`src/rtl/ndro_pkg.sv`:
```
// Shared types and defaults for the NDRO pulse sequencer and its benches.
// Holds the command encoding, FSM states and the counter sizing helper.
package ndro_pkg;

    typedef enum logic [1:0] {
        OP_NOP   = 2'b00,
        OP_SET   = 2'b01,
        OP_RESET = 2'b10,
        OP_READ  = 2'b11
    } ndro_op_e;

    typedef enum logic [1:0] {
        ST_IDLE    = 2'b00,
        ST_PULSE   = 2'b01,
        ST_WAIT_RD = 2'b10,
        ST_GUARD   = 2'b11
    } ndro_state_e;

    localparam int unsigned NDRO_GUARD_CYCLES = 2;
    localparam int unsigned NDRO_READ_LAT     = 1;
    localparam int unsigned NDRO_CNT_W        = 8;

    // Bits needed to hold the largest reload value (max(a, b) - 1), at least 1.
    function automatic int unsigned ndro_cnt_width(input int unsigned a, input int unsigned b);
        int unsigned m;
        m = (a > b) ? a : b;
        return (m > 1) ? $clog2(m) : 1;
    endfunction

endpackage

```
`src/rtl/ndro_delay_counter.sv`:
```
// Loadable down-counter with a registered done flag; done is high whenever
// the count is zero, so a load of N-1 yields done in the Nth cycle after loading.
module ndro_delay_counter #(
    parameter int unsigned W = 1
) (
    input  logic         clk,
    input  logic         reset,
    input  logic         load,
    input  logic [W-1:0] load_val,
    output logic         done
);

    logic [W-1:0] count;

    always_ff @(posedge clk) begin
        if (reset) begin
            count <= '0;
            done  <= 1'b1;
        end else if (load) begin
            count <= load_val;
            done  <= (load_val == '0);
        end else if (count != '0) begin
            count <= count - W'(1);
            done  <= (count == W'(1));
        end
    end

endmodule

```
`src/rtl/ndro_pulse_sequencer.sv`:
```
// Command-driven set/reset/read pulse sequencer for basic_ndro with an idle
// guard between pulses and a shadow model of the stored bit for read-back checks.
module ndro_pulse_sequencer
    import ndro_pkg::*;
#(
    parameter int unsigned GUARD_CYCLES = NDRO_GUARD_CYCLES,
    parameter int unsigned READ_LAT     = NDRO_READ_LAT,
    parameter int unsigned CNT_W        = NDRO_CNT_W
) (
    input  logic             clk,
    input  logic             reset,
    input  logic             cmd_valid,
    input  logic [1:0]       cmd_op,
    output logic             cmd_ready,
    output logic             ndro_set,
    output logic             ndro_reset,
    output logic             ndro_clk,
    input  logic             ndro_out,
    output logic             rd_valid,
    output logic             rd_data,
    output logic             rd_mismatch,
    output logic             model_bit,
    output logic [CNT_W-1:0] err_cnt
);

    localparam bit          HAS_GUARD = (GUARD_CYCLES != 0);
    localparam int unsigned DW        = ndro_cnt_width(READ_LAT, GUARD_CYCLES);
    localparam int unsigned RD_LOAD   = READ_LAT - 1;
    localparam int unsigned GD_LOAD   = HAS_GUARD ? GUARD_CYCLES - 1 : 0;

    ndro_state_e   state;
    ndro_op_e      op_q;
    logic          cnt_load_c;
    logic [DW-1:0] cnt_val_c;
    logic          cnt_done;
    logic          rd_miss_c;

    assign cmd_ready = (state == ST_IDLE);
    assign rd_miss_c = ndro_out ^ model_bit;

    // Counter reload on entry to WAIT_RD or GUARD.
    always_comb begin
        cnt_load_c = 1'b0;
        cnt_val_c  = DW'(GD_LOAD);
        case (state)
            ST_PULSE: begin
                if (op_q == OP_READ) begin
                    cnt_load_c = 1'b1;
                    cnt_val_c  = DW'(RD_LOAD);
                end else begin
                    cnt_load_c = HAS_GUARD;
                end
            end
            ST_WAIT_RD: cnt_load_c = cnt_done && HAS_GUARD;
            default:    cnt_load_c = 1'b0;
        endcase
    end

    ndro_delay_counter #(
        .W (DW)
    ) u_delay (
        .clk      (clk),
        .reset    (reset),
        .load     (cnt_load_c),
        .load_val (cnt_val_c),
        .done     (cnt_done)
    );

    always_ff @(posedge clk) begin
        if (reset) begin
            state       <= ST_IDLE;
            op_q        <= OP_NOP;
            ndro_set    <= 1'b0;
            ndro_reset  <= 1'b0;
            ndro_clk    <= 1'b0;
            rd_valid    <= 1'b0;
            rd_data     <= 1'b0;
            rd_mismatch <= 1'b0;
            model_bit   <= 1'b0;
            err_cnt     <= '0;
        end else begin
            ndro_set    <= 1'b0;
            ndro_reset  <= 1'b0;
            ndro_clk    <= 1'b0;
            rd_valid    <= 1'b0;
            rd_data     <= 1'b0;
            rd_mismatch <= 1'b0;
            case (state)
                ST_IDLE: begin
                    // NOP is consumed here without touching the NDRO or the guard.
                    if (cmd_valid && (ndro_op_e'(cmd_op) != OP_NOP)) begin
                        op_q       <= ndro_op_e'(cmd_op);
                        state      <= ST_PULSE;
                        ndro_set   <= (ndro_op_e'(cmd_op) == OP_SET);
                        ndro_reset <= (ndro_op_e'(cmd_op) == OP_RESET);
                        ndro_clk   <= (ndro_op_e'(cmd_op) == OP_READ);
                    end
                end
                ST_PULSE: begin
                    case (op_q)
                        OP_SET:   model_bit <= 1'b1;
                        OP_RESET: model_bit <= 1'b0;
                        default:  model_bit <= model_bit;
                    endcase
                    if (op_q == OP_READ) begin
                        state <= ST_WAIT_RD;
                    end else begin
                        state <= HAS_GUARD ? ST_GUARD : ST_IDLE;
                    end
                end
                ST_WAIT_RD: begin
                    if (cnt_done) begin
                        rd_valid    <= 1'b1;
                        rd_data     <= ndro_out;
                        rd_mismatch <= rd_miss_c;
                        if (rd_miss_c && (err_cnt != '1)) begin
                            err_cnt <= err_cnt + CNT_W'(1);
                        end
                        state <= HAS_GUARD ? ST_GUARD : ST_IDLE;
                    end
                end
                ST_GUARD: begin
                    if (cnt_done) begin
                        state <= ST_IDLE;
                    end
                end
                default: state <= ST_IDLE;
            endcase
        end
    end

endmodule

```
`config.mk`:
```
export PLATFORM = sky130hd
export DESIGN_NAME = ndro_pulse_sequencer
export DESIGN_NICKNAME = d
export VERILOG_FILES = /design/src/rtl/ndro_pkg.sv /design/src/rtl/ndro_delay_counter.sv /design/src/rtl/ndro_pulse_sequencer.sv
export SDC_FILE = /design/constraint.sdc
export NUM_CORES = 1
export LEC_CHECK = 0
export CORE_MARGIN = 2
export CORE_UTILIZATION = 30
export CTS_CLUSTER_DIAMETER = 40
export DETAILED_ROUTE_END_ITERATION = 8
export HOLD_SLACK_MARGIN = 0.06
export PLACE_DENSITY = 0.6
export SYNTH_ARGS = -nofsm -noshare
export SYNTH_HDL_FRONTEND = slang
export SYNTH_HIERARCHICAL = 1
export SYNTH_SLANG_ARGS = --single-unit
export TNS_END_PERCENT = 100
```
`constraint.sdc`:
```
create_clock -name clk -period 2.5 [get_ports clk]
set_input_delay 0.25 -clock clk [delete_from_list [all_inputs] [get_ports clk]]
set_output_delay 0.25 -clock clk [all_outputs]
set_load 0.01 [all_outputs]
```
==> impl_summary.txt <==
----------------------------------------------------
[Run status]
  Status ... completed

[Die]
  Horizontal extent of the die ... ~60 um
  Die outline area ... 3520 um2
  Number of cell rows ... 20
  Core Footprint ... roughly 3000 um2
  Initial core utilization ... 30.8%
  I/O pins ... 22
  Die height ... 59.3 um

[Critical path]
  Arrival time reported for the critical path endpoint ... 1.63 ns
  Critical Setup Path Class ... register to output pin
  RR Endpoint ... err_cnt[5]
  Critical Path Sink Type ... output pin
  Worst reg2reg setup slack ... 0.74 ns
  FF-to-FF path depth ... 5
  Reg-to-reg critical path startpoint ... state[0]
  Peak fanout along the critical path ... 7
  Worst path required time ... 2.25 ns
  Element type at the critical path start ... register

[Timing]
  RSZ-0062 raised after global routing ... false
  Final Cycle Share ... 75.3%
  Highest achievable clock rate ... 531 MHz
  Number of hold-slack violations in the final timing report ... 0
  Setup Viol. Count Final ... 0
  Worst setup skew after layout ... 0.00300 ns
  Tmin final ... 1.88 ns
  Slew of the pin with the lowest slew margin ... 0.653 ns
  Worst-case headroom to the max-slew limit ... 56.3%
  Post-Route Setup TNS ... 0 ns
  Count of pins over their slew limit ... 0

[Clock tree]
  CTS Root Cell ... clkbuf_4
  CTS tree ... built
  Number of buffers on the longest clock path ... 2
  Number of setup buffers added after CTS ... 0
  Clock insertion delay at the later pin of the skew report ... roughly 0.29 ns
  Number of gates resized after cts ... 0
  Hold-fix buffer count after cts ... 0
  Worst-path clk slew ... about 0.11 ns
  Clock sink total ... 21
  Number of levels the H-tree was split into ... 1
  Total clock buffers created by CTS ... 3

[Route]
  Avg WL per Cell ... 10.7 um
  Drt drc ... 0
  First DRT Iteration DRCs ... 18
  Via count ... 770
  Antenna-violating nets left ... 0
  Aggregate routed wire length ... 1660 um
  Via density per instance ... 4.97
  Number of search-and-repair iterations in the first detailed-routing pass ... 4

[Placement]
  HPWL after detailed placement ... 1250 um
  Final estimated routing congestion in global placement ... 0.707
  Post-Place Cells ... ~150
  Count of buffers from port buffering ... 21
  Placed instance area ... 1150 um2

[Layout]
  Register with the most flip-flops ... err_cnt
  Flip-flop count of the largest register, all copies and words added ... 8
  Final cell count without fillers ... 155
  Registers with the highest flip-flop counts ... err_cnt (8), op_q (2), state (2)
  Antenna Cells ... 0
  Post-layout utilization of the core ... roughly two fifths
  Fillers ... about 300
  Area delta synth->final ... 28.2%
  Total Nets Final ... 136
  Fraction of final layout cells sized beyond drive strength 1 ... 4.10%
  Post-layout instance area ... ~1200 um2

[Synth]
  Register area share after synthesis ... 45.8%
  Share of flip-flops with an asynchronous set or reset after synthesis ... 0%
  Primary FF master, synth ... dfxtp_1
  Cell area after technology mapping ... slightly above 900 um2
  Net count of the mapped netlist ... 113
  Most frequent cell after synthesis ... dfxtp_1
  Most area-hungry cell type in the Yosys netlist ... dfxtp_1
  List of most frequent post-synthesis cells ... 21 x dfxtp_1, 9 x a21oi_1, 9 x nor2_1
  Top-area cell type share of the netlist area ... between 40% and 50%
  Biggest area contributors in the synthesized netlist ... dfxtp_1 46%, ha_1 9.5%, a21oi_1 4.9%
  EDFF count, synth ... 0
  Synthesized area per cell ... 9.17 um2
  Number of cells produced by synthesis ... 100
  Flip-flop and latch count after synthesis ... 21
  Number of warning messages in the yosys log ... 6
  Number of different library cells in the post-synthesis netlist ... 27

[Worst hold path]
  Origin of the worst min-delay path ... u_delay/count
  Worst hold path cell count ... 2
  Class of the most critical hold timing path ... register to register
  Capture endpoint of the worst hold path ... u_delay/done

[GRT]
  First-pass GRT wire length ... 2740 um
  Number of antenna violations at the first check in global routing ... 0
  Maximum number of pins on one net before global-route repair ... 19
  Global routing usage summed across all routing layers ... 10.2%
  Global route overflow ... 0
  Via count of the first global-routing pass ... 679

[Flow run]
  Number of max-capacitance violations reported ... 0

[Power]
  Pwr per Cell Area ... around 750 nW/um2
  Pleak ... around 0.43 nW
  Maximum vdd drop ... 0.306 mV
  Final total power ... about 900 uW

----------------------------------------------------
[report_power, final]
| group | total, mW | internal [mW] | switching [mW] |
|---|---|---|---|
| Sequential | 0.419 | 0.381 | 0.0376 |
| Clock | 0.156 | 0.0620 | 0.0943 |
| Combinational | 0.308 | 0.149 | 0.159 |
[cells by family (layout without fill, tap and decap cells)]
group | after synthesis | count (layout) | share of synthesized area [%]
AO/OA/AOI/OAI | 22 | 22 | 15.3
XOR/XNOR | 2 | 2 | 1.91
adder cells (fa/ha/maj) | 7 | 7 | 9.55
buffers and inverters | 8 | 30 | 4.09
flip-flops | 21 | 21 | 45.8
multiplexers | 2 | 2 | 2.18
AND/OR/NAND/NOR | 38 | 38 | 21.1
[worst max-delay path, stage by stage, from the launching register on]
cell and delay [ns]:
dfxtp_1 0.34, inv_1 0.12, ha_1 0.29, clkdlybuf4s50_1 0.58
[stage by stage]
stage,worst slack [ns],hold slack [ns]
3_3_place_gp,0.548,0.434
6_report,0.618,0.475
2_1_floorplan,1.02,0.322
5_1_grt,0.528,0.499
3_5_place_dp,0.473,0.459
4_1_cts,0.602,0.485
[routing by layer]
layer  global-route usage (%)  wire (um)  up-vias
met3                     2.62         81        2
met1                     11.2        745      346
li1                         -          -      400
met5                        0          0        -
met2                     18.1        819       22
met4                     4.87         11        0
[layout make-up]
| class | instances | area, um2 | share of cell area (%) |
|---|---|---|---|
| multi-input cells | 71 | 459 | 39.0 |
| inverters | 5 | 18.8 | 1.60 |
| flip-flops and latches | 21 | 420 | 35.7 |
| well taps | 33 | 41.3 | 3.51 |
| repair buffers | 21 | 210 | 17.9 |
| clock buffers | 4 | 26.3 | 2.23 |
[worst max path at each step]
| stage | depth (start not counted) | to | from |
|---|---|---|---|
| after detailed placement | 5 | err_cnt[5] | ndro_out |
| final | 3 | cmd_ready | state[0] |
| after global placement | 5 | err_cnt[5] | ndro_out |
| after CTS | 3 | cmd_ready | state[0] |
| after global routing | 3 | cmd_ready | state[0] |
| after floorplan | 6 | err_cnt[2] | err_cnt[0] |
[cell usage in the layout (no fill, tap or decap), drive strengths merged, types with 2 or more instances in the layout]
| cell | n |
|---|---|
| a211oi | 2 |
| a21oi | 9 |
| and2 | 2 |
| clkbuf | 4 |
| clkdlybuf4s50 | 21 |
| dfxtp | 21 |
| ha | 7 |
| inv | 5 |
| mux2i | 2 |
| nand2 | 8 |
| nand3 | 6 |
| nor2 | 9 |
| nor2b | 2 |
| o21ai | 5 |
| o31ai | 3 |
| or3 | 3 |
| or4 | 3 |
| xor2 | 2 |
Note: power is estimated with default switching activity, not from simulation.
